### src/rtl/addsub_32.sv
// 32-bit two's-complement adder/subtractor: two-level carry-lookahead core
// (4-bit groups) feeding a single output register stage with ALU status flags.
module addsub_32 #(
    parameter int unsigned WIDTH = 32
) (
    input  logic             clk,
    input  logic             rst_n,
    input  logic             in_valid,
    input  logic [WIDTH-1:0] X,
    input  logic [WIDTH-1:0] Y,
    input  logic             Sub,
    output logic             out_valid,
    output logic [WIDTH-1:0] S,
    output logic             Cout,
    output logic             Overflow,
    output logic             Zero,
    output logic             Negative
);

    localparam int unsigned NGRP = WIDTH / 4;

    logic [WIDTH-1:0] b_c;
    logic [WIDTH-1:0] g_c;
    logic [WIDTH-1:0] p_c;
    logic [WIDTH-1:0] sum_c;
    logic [WIDTH:0]   carry_c;
    logic [NGRP-1:0]  grp_g_c;
    logic [NGRP-1:0]  grp_p_c;
    logic [NGRP:0]    grp_c_c;
    logic             ovf_c;

    // Subtraction is X + ~Y + 1; the inverted operand and carry-in both come from Sub.
    assign b_c = Y ^ {WIDTH{Sub}};
    assign g_c = X & b_c;
    assign p_c = X ^ b_c;

    // Group generate/propagate over each 4-bit slice.
    always_comb begin
        grp_g_c = '0;
        grp_p_c = '0;
        for (int k = 0; k < int'(NGRP); k++) begin
            grp_g_c[k] = g_c[4*k+3]
                       | (p_c[4*k+3] & g_c[4*k+2])
                       | (p_c[4*k+3] & p_c[4*k+2] & g_c[4*k+1])
                       | (p_c[4*k+3] & p_c[4*k+2] & p_c[4*k+1] & g_c[4*k]);
            grp_p_c[k] = &p_c[4*k +: 4];
        end
    end

    // Second-level lookahead: each group carry is a flat sum of products of
    // lower group terms and the carry-in, so no carry ripples group to group.
    always_comb begin
        logic acc;
        logic pp;
        acc     = 1'b0;
        pp      = 1'b0;
        grp_c_c = '0;
        grp_c_c[0] = Sub;
        for (int k = 1; k <= int'(NGRP); k++) begin
            acc = grp_g_c[k-1];
            pp  = grp_p_c[k-1];
            for (int j = k - 2; j >= 0; j--) begin
                acc = acc | (pp & grp_g_c[j]);
                pp  = pp & grp_p_c[j];
            end
            grp_c_c[k] = acc | (pp & Sub);
        end
    end

    // Bit carries inside each group, expanded from that group's carry-in.
    always_comb begin
        carry_c = '0;
        for (int k = 0; k < int'(NGRP); k++) begin
            carry_c[4*k]   = grp_c_c[k];
            carry_c[4*k+1] = g_c[4*k] | (p_c[4*k] & grp_c_c[k]);
            carry_c[4*k+2] = g_c[4*k+1]
                           | (p_c[4*k+1] & g_c[4*k])
                           | (p_c[4*k+1] & p_c[4*k] & grp_c_c[k]);
            carry_c[4*k+3] = g_c[4*k+2]
                           | (p_c[4*k+2] & g_c[4*k+1])
                           | (p_c[4*k+2] & p_c[4*k+1] & g_c[4*k])
                           | (p_c[4*k+2] & p_c[4*k+1] & p_c[4*k] & grp_c_c[k]);
        end
        carry_c[WIDTH] = grp_c_c[NGRP];
    end

    assign sum_c = p_c ^ carry_c[WIDTH-1:0];
    assign ovf_c = carry_c[WIDTH] ^ carry_c[WIDTH-1];

    // Output stage: flags load together with S; idle cycles hold the last result.
    always_ff @(posedge clk or negedge rst_n) begin
        if (!rst_n) begin
            out_valid <= 1'b0;
            S         <= '0;
            Cout      <= 1'b0;
            Overflow  <= 1'b0;
            Zero      <= 1'b1;
            Negative  <= 1'b0;
        end else begin
            out_valid <= in_valid;
            if (in_valid) begin
                S        <= sum_c;
                Cout     <= carry_c[WIDTH];
                Overflow <= ovf_c;
                Zero     <= (sum_c == '0);
                Negative <= sum_c[WIDTH-1];
            end
        end
    end

endmodule

### config.mk
export PLATFORM = sky130hd
export DESIGN_NAME = addsub_32
export DESIGN_NICKNAME = d
export VERILOG_FILES = /design/src/rtl/addsub_32.sv
export SDC_FILE = /design/constraint.sdc
export NUM_CORES = 1
export LEC_CHECK = 0
export ABC_AREA = 1
export BUFFER_PORTS_ARGS = -buffer_cell sky130_fd_sc_hd__buf_2
export CORE_ASPECT_RATIO = 0.8
export CORE_MARGIN = 10
export CORE_UTILIZATION = 30
export DETAILED_ROUTE_END_ITERATION = 16
export PLACE_DENSITY = 0.5
export SLEW_MARGIN = 20
export SYNTH_ARGS = -nofsm -noshare
export SYNTH_HDL_FRONTEND = slang
export SYNTH_SLANG_ARGS = --single-unit
### constraint.sdc
create_clock -name clk -period 1.5 [get_ports clk]
set_input_delay 0.075 -clock clk [delete_from_list [all_inputs] [get_ports clk]]
set_output_delay 0.075 -clock clk [all_outputs]
set_load 0.02 [all_outputs]
==> impl_metrics.tcl <==
set metrics [dict create \
    start_util_pct 30.79 \
    vias_per_cell 4.509 \
    cts_max_level 2 \
    leakage_uw 0.003246 \
    clk_latency_ns 0.28 \
    antenna_found_initial 0 \
    crit_top_cell "nor2_1" \
    instances_no_fill 882 \
    end_kind "register" \
    pin_count 105 \
    ys.flop_type "dfrtp_1" \
    rsz0062_at_grt "true" \
    violations "setup timing" \
    die_w_um 141.6 \
    max_freq_mhz 338.7 \
    nNetsFinal 840 \
    critPathArrivalTime_ns 3.18 \
    worstHoldStart "in_valid" \
    tightestPinTransition_ns 0.4919 \
    crit_slowest_cell "fa_2" \
    synth.yosys.warnings 0 \
    yosys-top-cells-area "dfrtp_1 (25%), nand2_1 (16%), ha_1 (11%)" \
    synthesis.area_mm2 0.003546 \
    clock_sinks 36 \
    drt_iter0_drc 160 \
    root_buffer "clkbuf_16" \
    dr.pass1.iters 5 \
    drive_gt1_share_pct 48.64 \
    path_max_fanout 5 \
    status "complete, but fails checks" \
    synth_edf_count 0 \
    synth-seq-cells 36 \
    place_inst 846 \
    start_kind "input port" \
    hold-path-endpoint "out_valid$_DFF_PN0_" \
    fin_skew_ns 0 \
    n_antenna_cell 0 \
    globalplace.congestion 0.8666 \
    grt_pass1_vias 4191 \
    grtUsageTotal_pct 15.21 \
    slew_violations 0 \
    cts_tree "built" \
    portBuffers 104 \
    yosys.cell_count.top_type "nand2_1" \
    synth_common_cells "nand2_1 (154), inv_1 (69), nor2_1 (48)" \
    grt_max_degree 31 \
    cp_slowest_stage_delay_ns 0.53 \
    synth_area_per_cell_um2 6.939 \
    powerDensity_mw_per_mm2 978.2 \
    yosys.area.top_type_share_pct 24.70 \
    syn_to_final_growth_pct 67.36 \
    slew_headroom_pct 67.21 \
    route.detailed.drc 0 \
    r2r-end "S[17]$_DFFE_PN0P_" \
    num_vias 3977 \
    worstSetupPathType "in2reg" \
    required_ns 1.72 \
    period_needed_ns 2.952 \
    cp_num_buf_inv 5 \
    cts_buffers 5 \
    ant_nets 0 \
    design_power_total_uw 5805 \
    synth_cell_types 33 \
    rr_worst_depth 2 \
    die_area_mm2 0.01660 \
    cts_buffer_depth 2 \
    design.core.area_mm2 0.01152 \
    synth.largest_area_cell "dfrtp_1" \
    synth_nets 618 \
    netlist_instances 511 \
    post_drt_wl_per_cell_um 14.40 \
    cap_viol_max_count 0 \
    hold_depth 2 \
    grt_overflow 0 \
    fillCellCount 1127 \
    pre_cts_slack_ns -1.915 \
    finalSetupViolCount 30 \
    rows 35 \
    vdd_drop_max_mv 0.4243 \
    reg2reg_slack_ns 0.78 \
    async_reset_ff_share_pct 100.0 \
    routed_wirelength_mm 12.71 \
    critPathTopFamily "simple AND/OR/NAND/NOR gates" \
    regToRegStartpoint "S[17]$_DFFE_PN0P_" \
    worst_slack_ns -1.452 \
    dieHeight_um 117.2 \
    holdCritPathClass "in2reg" \
    seq_area_frac_synth_pct 25.44 \
    hold_violations 0 \
    grt_first_pass_wirelength_mm 20.25 \
    clkTransAtPathRegs_ns 0.06 \
    dp_hpwl_mm 10.12 \
    fin_crit_sh_pct 196.8 \
]
registers in the layout, summed over array words and instances (netlist names):
name and cells:
Overflow 1, out_valid 1, S 32, Zero 1, Cout 1
per-stage QoR:
stage	util, %	hold slack (ns)	area (µm²)	setup TNS [ns]
2_1_floorplan	-	-0.2206	3730	-14.42
3_3_place_gp	44.02	0.05812	5070	-26.77
3_5_place_dp	44.02	0.05518	5070	-28.28
4_1_cts	49.86	0.2382	5743	-17.50
5_1_grt	51.53	0.2634	5934	-21.35
6_report	51.53	0.2409	5934	-17.77
layout by cell type (no fill, tap or decap), types with 2 or more instances in the layout:
cell	synthesis	layout
or2_4	0	2
a21oi_4	0	3
o21ai_1	0	7
o21ai_2	0	8
xor2_1	26	25
a21oi_2	2	4
nand4_1	4	4
o21ai_0	19	4
xnor2_2	0	4
xnor2_4	0	5
inv_1	69	57
nor2_1	48	37
xnor2_1	11	2
buf_4	2	98
nor2_2	0	6
nand3_4	0	2
fa_2	0	6
ha_4	0	3
clkbuf_1	6	2
buf_6	0	18
nand2_4	1	10
inv_2	5	17
dfrtp_1	35	35
nor2_4	2	7
buf_2	3	103
buf_16	0	3
a31oi_1	12	12
nand3_1	23	18
clkbuf_16	0	5
buf_12	0	4
nand2_2	15	37
a21oi_1	10	5
nand2_1	154	123
nand3b_1	8	8
ha_1	32	29
a221oi_1	3	3
nand3_2	3	6
routing by layer:
layer / share of wire (%) / vias to the layer above / GRT usage, %
met2: 47 / 89 / 25.39
met4: 1.5 / 0 / 4.011
met1: 47 / 1821 / 19.63
met3: 5.0 / 12 / 3.105
met5: 0 / - / 0
li1: - / 2055 / -
where the power goes:
group	switching, µW	total [µW]	internal [µW]
clock	438	1060	621
combinational	1810	3430	1620
sequential	131	1310	1180
total	2380	5810	3430
cells by family after synthesis:
| group | after synthesis | share of synthesized area [%] |
|---|---|---|
| DFF | 36 | 25.44 |
| adders and majority gates | 39 | 15.24 |
| AOI/OAI and AO/OA | 49 | 8.081 |
| buffers and inverters | 86 | 9.421 |
| and+or+nand+nor | 264 | 32.67 |
| xor gates and xnor gates | 37 | 9.139 |
worst register-to-register path, stage by stage (launching register included):
cell and delay [ns]:
dfrtp_1 0.40, nor2_1 0.06, a31oi_1 0.18
repair_timing:
item / in CTS / in global routing
buffers inserted: 18 / 12
hold endpoints to repair: 17 / 0
hold buffers: 1 / 0
gates cloned: 3 / 0
pin swaps: 63 / 40
endpoints found under the setup margin: 31 / 31
resized for setup: 89 / 34
worst max-delay path by stage:
stage | endpoint | startpoint | slack, ns | cells after the start
floorplan | Zero$_DFFE_PN1P_ | Sub | -1.36 | 27
global placement | Zero$_DFFE_PN1P_ | Sub | -1.86 | 26
detailed placement | Zero$_DFFE_PN1P_ | Sub | -1.91 | 27
CTS | Zero$_DFFE_PN1P_ | Sub | -1.42 | 26
global route | Zero$_DFFE_PN1P_ | Sub | -1.65 | 25
finish | Zero$_DFFE_PN1P_ | Sub | -1.45 | 26
layout make-up:
| type | count | area [µm²] | share of cell area [%] |
|---|---|---|---|
| well taps | 148 | 185.2 | 3.120 |
| multi-input cells | 389 | 2801 | 47.21 |
| inverters | 74 | 277.8 | 4.681 |
| repair buffers | 227 | 1627 | 27.41 |
| flip-flops and latches | 36 | 902.1 | 15.20 |
| clock buffers | 7 | 132.6 | 2.235 |
| clock inverters | 1 | 8.758 | 0.1476 |
No activity file was read; power rests on OpenSTA's default activity.
